**src/rtl/guitar_pkg.sv**
```systemverilog
// Shared types and constants for the guitar input conditioner.
// Strum FSM states, default parameters, hit counter sizing and fret index helper.
package guitar_pkg;

  typedef enum logic [1:0] {
    ST_IDLE   = 2'd0,
    ST_HELD   = 2'd1,
    ST_REPEAT = 2'd2
  } strum_state_t;

  localparam int DEF_NUM_PLAYERS     = 2;
  localparam int DEF_NUM_BUTTONS     = 3;
  localparam int DEF_DEBOUNCE_CYCLES = 250000;
  localparam int DEF_CNT_W           = 18;
  localparam int DEF_REPEAT_CYCLES   = 5000000;

  localparam int              HIT_W   = 8;
  localparam logic [HIT_W-1:0] HIT_MAX = 8'd255;

  function automatic int btn_idx(input int p, input int b, input int nb);
    return p * nb + b;
  endfunction

endpackage

```
**src/rtl/guitar_input_ctrl_debounce_cell.sv**
```systemverilog
// debounce_cell: 2-FF synchroniser plus counter debounce for one raw line.
// o_stable is in the raw line's polarity; RESET_VAL is its released level.
module debounce_cell
  import guitar_pkg::*;
#(
  parameter int   DEBOUNCE_CYCLES = DEF_DEBOUNCE_CYCLES,
  parameter int   CNT_W           = DEF_CNT_W,
  parameter logic RESET_VAL       = 1'b0
) (
  input  logic clock,
  input  logic reset,
  input  logic i_raw,
  output logic o_stable
);

  localparam logic [CNT_W-1:0] TERM_CNT = CNT_W'(DEBOUNCE_CYCLES - 1);

  if ((DEBOUNCE_CYCLES < 1) || (longint'(DEBOUNCE_CYCLES) >= (longint'(1) << CNT_W))) begin : g_bad_cfg
    $error("debounce_cell: DEBOUNCE_CYCLES must be >= 1 and below 2**CNT_W");
  end

  logic             r_sync1;
  logic             r_sync2;
  logic             r_stable;
  logic [CNT_W-1:0] r_cnt;

  always_ff @(posedge clock) begin
    if (reset) begin
      r_sync1  <= RESET_VAL;
      r_sync2  <= RESET_VAL;
      r_stable <= RESET_VAL;
      r_cnt    <= '0;
    end else begin
      r_sync1 <= i_raw;
      r_sync2 <= r_sync1;
      if (r_sync2 == r_stable) begin
        r_cnt <= '0;
      end else if (r_cnt == TERM_CNT) begin
        r_stable <= r_sync2;
        r_cnt    <= '0;
      end else begin
        r_cnt <= r_cnt + 1'b1;
      end
    end
  end

  assign o_stable = r_stable;

endmodule

```
**src/rtl/guitar_input_ctrl.sv**
```systemverilog
// guitar_input_ctrl: debounced fret/strum inputs, per-player strum FSM, note pulses, hit counters.
// Optional autorepeat while the strum is held: define GUITAR_AUTOREPEAT_EN.
module guitar_input_ctrl
  import guitar_pkg::*;
#(
  parameter int NUM_PLAYERS     = DEF_NUM_PLAYERS,
  parameter int NUM_BUTTONS     = DEF_NUM_BUTTONS,
  parameter int DEBOUNCE_CYCLES = DEF_DEBOUNCE_CYCLES,
  parameter int CNT_W           = DEF_CNT_W,
  parameter int REPEAT_CYCLES   = DEF_REPEAT_CYCLES
) (
  input  logic                         clock,
  input  logic                         reset,
  input  logic [NUM_PLAYERS*NUM_BUTTONS-1:0] btn_n,
  input  logic [NUM_PLAYERS-1:0]       strum,
  input  logic [NUM_PLAYERS-1:0]       hit_clear,
  output logic [NUM_PLAYERS*NUM_BUTTONS-1:0] guitar_in,
  output logic [NUM_PLAYERS*NUM_BUTTONS-1:0] note_pulse,
  output logic [NUM_PLAYERS*HIT_W-1:0] hit_count
);

  localparam int NF = NUM_PLAYERS * NUM_BUTTONS;

  if (REPEAT_CYCLES < 1) begin : g_bad_repeat
    $error("guitar_input_ctrl: REPEAT_CYCLES must be >= 1");
  end

  logic [NF-1:0]          w_fret_stable_n;
  logic [NF-1:0]          w_fret_stable;
  logic [NUM_PLAYERS-1:0] w_strum_stable;

  strum_state_t           r_state     [NUM_PLAYERS];
  logic [NUM_BUTTONS-1:0] r_note_pulse[NUM_PLAYERS];
  logic [NUM_BUTTONS-1:0] r_guitar_in [NUM_PLAYERS];
  logic [HIT_W-1:0]       r_hit_count [NUM_PLAYERS];

`ifdef GUITAR_AUTOREPEAT_EN
  localparam int REP_W = (REPEAT_CYCLES > 1) ? $clog2(REPEAT_CYCLES) : 1;
  localparam logic [REP_W-1:0] REP_RELOAD = REP_W'(REPEAT_CYCLES - 1);
  logic [REP_W-1:0] r_rep_cnt [NUM_PLAYERS];
`endif

  for (genvar p = 0; p < NUM_PLAYERS; p++) begin : g_player
    for (genvar b = 0; b < NUM_BUTTONS; b++) begin : g_btn
      localparam int IDX = btn_idx(p, b, NUM_BUTTONS);
      debounce_cell #(
        .DEBOUNCE_CYCLES(DEBOUNCE_CYCLES),
        .CNT_W          (CNT_W),
        .RESET_VAL      (1'b1)
      ) u_fret (
        .clock   (clock),
        .reset   (reset),
        .i_raw   (btn_n[IDX]),
        .o_stable(w_fret_stable_n[IDX])
      );
    end

    debounce_cell #(
      .DEBOUNCE_CYCLES(DEBOUNCE_CYCLES),
      .CNT_W          (CNT_W),
      .RESET_VAL      (1'b0)
    ) u_strum (
      .clock   (clock),
      .reset   (reset),
      .i_raw   (strum[p]),
      .o_stable(w_strum_stable[p])
    );

    logic [NUM_BUTTONS-1:0] w_fret;
    logic                   w_emit;
    assign w_fret = w_fret_stable[p*NUM_BUTTONS +: NUM_BUTTONS];

    // w_emit marks the edge on which a note pattern is launched
    always_comb begin
      w_emit = 1'b0;
      case (r_state[p])
        ST_IDLE:   w_emit = w_strum_stable[p];
`ifdef GUITAR_AUTOREPEAT_EN
        ST_HELD,
        ST_REPEAT: w_emit = w_strum_stable[p] && (r_rep_cnt[p] == '0);
`endif
        default:   w_emit = 1'b0;
      endcase
    end

    always_ff @(posedge clock) begin
      if (reset) begin
        r_state[p]      <= ST_IDLE;
        r_note_pulse[p] <= '0;
        r_guitar_in[p]  <= '0;
        r_hit_count[p]  <= '0;
`ifdef GUITAR_AUTOREPEAT_EN
        r_rep_cnt[p]    <= '0;
`endif
      end else begin
        r_guitar_in[p]  <= w_fret & {NUM_BUTTONS{w_strum_stable[p]}};
        r_note_pulse[p] <= w_emit ? w_fret : '0;

        if (hit_clear[p]) begin
          r_hit_count[p] <= '0;
        end else if (w_emit && (|w_fret) && (r_hit_count[p] != HIT_MAX)) begin
          r_hit_count[p] <= r_hit_count[p] + 1'b1;
        end

        case (r_state[p])
          ST_IDLE: begin
            if (w_strum_stable[p]) begin
              r_state[p] <= ST_HELD;
`ifdef GUITAR_AUTOREPEAT_EN
              r_rep_cnt[p] <= REP_RELOAD;
`endif
            end
          end
`ifdef GUITAR_AUTOREPEAT_EN
          ST_HELD, ST_REPEAT: begin
            if (!w_strum_stable[p]) begin
              r_state[p]   <= ST_IDLE;
              r_rep_cnt[p] <= '0;
            end else if (r_rep_cnt[p] == '0) begin
              r_state[p]   <= ST_REPEAT;
              r_rep_cnt[p] <= REP_RELOAD;
            end else begin
              r_rep_cnt[p] <= r_rep_cnt[p] - 1'b1;
            end
          end
`else
          ST_HELD: begin
            if (!w_strum_stable[p]) r_state[p] <= ST_IDLE;
          end
`endif
          default: r_state[p] <= ST_IDLE;
        endcase
      end
    end

    assign guitar_in [p*NUM_BUTTONS +: NUM_BUTTONS] = r_guitar_in[p];
    assign note_pulse[p*NUM_BUTTONS +: NUM_BUTTONS] = r_note_pulse[p];
    assign hit_count [p*HIT_W +: HIT_W]             = r_hit_count[p];
  end

  assign w_fret_stable = ~w_fret_stable_n;

endmodule
```
**config.mk**
```make
export PLATFORM = sky130hd
export DESIGN_NAME = guitar_input_ctrl
export DESIGN_NICKNAME = d
export VERILOG_FILES = /design/src/rtl/guitar_pkg.sv /design/src/rtl/guitar_input_ctrl_debounce_cell.sv /design/src/rtl/guitar_input_ctrl.sv
export SDC_FILE = /design/constraint.sdc
export NUM_CORES = 1
export LEC_CHECK = 0
export CORE_UTILIZATION = 50
export CTS_CLUSTER_DIAMETER = 60
export CTS_CLUSTER_SIZE = 25
export DETAILED_ROUTE_END_ITERATION = 8
export PLACE_DENSITY_LB_ADDON = 0.3
export SYNTH_ARGS = -nofsm -noshare
export SYNTH_HDL_FRONTEND = slang
export SYNTH_SLANG_ARGS = --single-unit
export TNS_END_PERCENT = 5
```
**constraint.sdc**
```tcl
create_clock -name clock -period 2.5 [get_ports clock]
set_input_delay 0.5 -clock clock [delete_from_list [all_inputs] [get_ports clock]]
set_output_delay 0.5 -clock clock [all_outputs]
set_load 0.01 [all_outputs]
```
==> summary.md <==
| Metric | Value |
|---|---|
| Global-route wire length before repair | 26.6 mm |
| Antenna violations before repair | 0 |
| Via/cell ratio | 5.26 |
| RSZ-0062 raised after global routing | false |
| Clock sink total | 198 |
| CP Capture Type | flip-flop |
| Root Buffer | clkbuf_16 |
| Area of the multi-input gates | 4150 um2 |
| Die area | 17500 um2 |
| Yosys top cell area share | 42.4% |
| Core area | 16600 um2 |
| Hold Vio Cnt, Final | 0 |
| TritonCTS buffer count | 17 |
| Outcome | finished, final reports clean |
| I/O pins | 40 |
| DP HPWL | 10.9 mm |
| Crit path largest cell delay | 0.55 ns |
| Chip Width | 132 um |
| Post-synthesis sequential area ratio | 48.8% |
| Syn Nets | 957 |
| Main synth FF type | dfxtp_1 |
| Setup-failing EPs final | 0 |
| Filler instances | 1489 |
| Asr flop ratio synth | 0% |
| Top cells by count, synth | nor2_1, dfxtp_1, xnor2_1, nand3_1, nand2_1 |
| Worst VDD drop | 0.487 mV |
| CTS Hold Buffers Added | 0 |
| Max Cap Viol | 0 |
| Rel. slew slack | 60.7% |
| Syn. warnings | 0 |
| Largest net degree at the start of global routing | 27 |
| Later-pin clock latency in the skew report | 0.43 ns |
| Synth area leader | dfxtp_1 |
| Drt drc | 0 |
| Unique masters post-synth | 41 |
| Site Rows | 47 |
| Hold WS | 0.412 ns |
| Post-cts resize count | 0 |
| Wire length per cell | 12.6 um |
| CTS clock-pin slew for the worst setup and hold paths | 0.07 ns |
| Final TNS setup | 0 ns |
| Gpl congestion | 0.793 |
| Static Leak | 0.00282 uW |
| CTS tree | yes |
| Slew Limit Fails | 0 |
| Startpoint Class | flip-flop |
| CP Cell Sequence | or4_1, or3_4, o41ai_4, buf_4, nor2_1 |
| GRT Util Overall | 18.5% |
| Antenna fix cells | 0 |
| Setup bufs post-CTS | 0 |
| Final Skew | 0.00750 ns |
| Post-route ant nets | 0 |
| Period minus WS final | 2.19 ns |
| Least-Margin Pin Slew | 0.585 ns |
| Routed Wire Length | 15.5 mm |
| Kind of critical path | reg2reg |
| Power per cell area | 608 nW/um2 |
| CTS HTree Levels | 4 |
| Fmax | 458 MHz |
| Port Buffer Count | 39 |
| CP max stage cell | o41ai_4 |
| Initial DRC count | 290 |
| Synthesized flop and latch total | 198 |
| CP Max Fanout | 7 |
| Hold Path Class | reg2reg |
| Ranking of synthesized cells by area | dfxtp_1, xnor2_1, nor2_1 |
| Post-synth EDFFs | 18 |
| Tcrit/Tclk final | 87.4% |
| Sequential standard cell area | 4140 um2 |
| Most common cell in the netlist | nor2_1 |
| Die Span Y | 132 um |
| Mapped Cells | 935 |
| Starting Density | 51.2% |
| Drt first pass iters | 4 |
| Syn_area_per_cell | 9.08 um2 |
| Post-Syn Area | 8490 um2 |
| Share of cells above drive strength 1 | 7.75% |
| Arr. time, crit path | 2.51 ns |
| Nets | 1016 |
| Number of global-route vias before repair | 5797 |
| Synth-to-layout area growth | 15.0% |
| Critical Path RT | 2.82 ns |
| Longest Clk Path Bufs | 2 |
| GRT overflow | 0 |
| Vias | 6458 |
[routing by layer]
| metal | share of wire, % | up-vias | track usage, % |
|---|---|---|---|
| li1 | - | 3364 | - |
| met1 | 49 | 3008 | 24.4 |
| met2 | 47 | 71 | 29.9 |
| met3 | 2.9 | 15 | 4.15 |
| met4 | 1.4 | 0 | 6.51 |
| met5 | 0 | - | 0 |
[cell usage in the layout, fill, tap and decap left out, types with 11 or more instances in the layout]
cell | synthesis | layout
o21ai_0 | 11 | 11
nand2_1 | 44 | 44
a21oi_1 | 18 | 18
nor3_1 | 27 | 27
nor4_1 | 43 | 43
buf_4 | 1 | 19
nand4_1 | 34 | 34
nand3_1 | 61 | 61
or2_2 | 14 | 14
clkdlybuf4s50_1 | 0 | 38
or3_1 | 11 | 11
or4_1 | 13 | 13
nor2_1 | 197 | 197
inv_1 | 32 | 32
clkbuf_16 | 0 | 17
xor2_1 | 27 | 27
xnor2_1 | 104 | 104
dfxtp_1 | 180 | 180
edfxtp_1 | 18 | 18
[worst paths after layout]
path / endpoint / slack (ns) / depth (start not counted) / startpoint
setup / recovery: g_player[1].u_strum.r_cnt[10] / 0.31 / 5 / g_player[1].u_strum.r_cnt[13]
hold / removal: g_player[0].g_btn[1].u_fret.r_sync2 / 0.41 / 1 / g_player[0].g_btn[1].u_fret.r_sync1
setup reg to reg: g_player[1].u_strum.r_cnt[10] / 0.31 / 5 / g_player[1].u_strum.r_cnt[13]
hold reg to reg: g_player[0].g_btn[1].u_fret.r_sync2 / 0.41 / 1 / g_player[0].g_btn[1].u_fret.r_sync1
[stage by stage]
| stage | util, % | power [uW] | area (um2) | instances | setup WS [ns] |
|---|---|---|---|---|---|
| 2_1_floorplan | - | 3400 | 8490 | 935 | 0.212 |
| 3_3_place_gp | 55.6 | 3470 | 9220 | 1195 | 0.200 |
| 3_5_place_dp | 55.6 | 3470 | 9220 | 1195 | 0.146 |
| 4_1_cts | 58.9 | 6020 | 9770 | 1227 | 0.303 |
| 5_1_grt | 58.9 | 6150 | 9770 | 1227 | 0.214 |
| 6_report | 58.9 | 5940 | 9770 | 1227 | 0.315 |
[worst max-delay path: cells and delay by family (launching register included)]
family	cells	cell delay [ns]
simple gates	3	0.96
compound gates	1	0.55
flops	1	0.33
buf+inv	1	0.24
[logic make-up after synthesis]
group	share of synthesized area, %
xor gates and xnor gates	13.5
DFF	48.8
AOI/OAI and AO/OA	4.49
and+or+nand+nor	28.2
buffers and inverters	2.34
muxes	1.18
adders and majority gates	1.47
[sequential cells by signal (all words and copies together), names as in the netlist]
name                            flops
g_player.u_strum.o_stable           2
g_player.g_btn.u_fret.r_cnt       108
g_player.u_strum.r_cnt             36
g_player.g_btn.u_fret.r_sync1       6
g_player.g_btn.u_fret.o_stable      6
r_note_pulse                        6
g_player.u_strum.r_sync2            2
g_player.g_btn.u_fret.r_sync2       6
r_guitar_in                         6
r_state                             2
g_player.u_strum.r_sync1            2
r_hit_count                        16
[power by group]
| part | total, uW | switching (uW) | leakage, uW | internal (uW) |
|---|---|---|---|---|
| Sequential | 3260 | 29.3 | 0.00165 | 3230 |
| Combinational | 139 | 66.2 | 0.000920 | 73.2 |
| Clock | 2540 | 1250 | 0.000254 | 1290 |
[final cells by class]
cell class                 count  share of cell area (%)
sequential                   198                    42.4
timing repair buffer          58                    5.41
clock buffer                  17                    4.36
tap                          220                    2.82
inverter                      32                    1.23
clock inverter                15                    1.27
multi-input combinational    687                    42.5
Power figures use the tool's default switching activity.
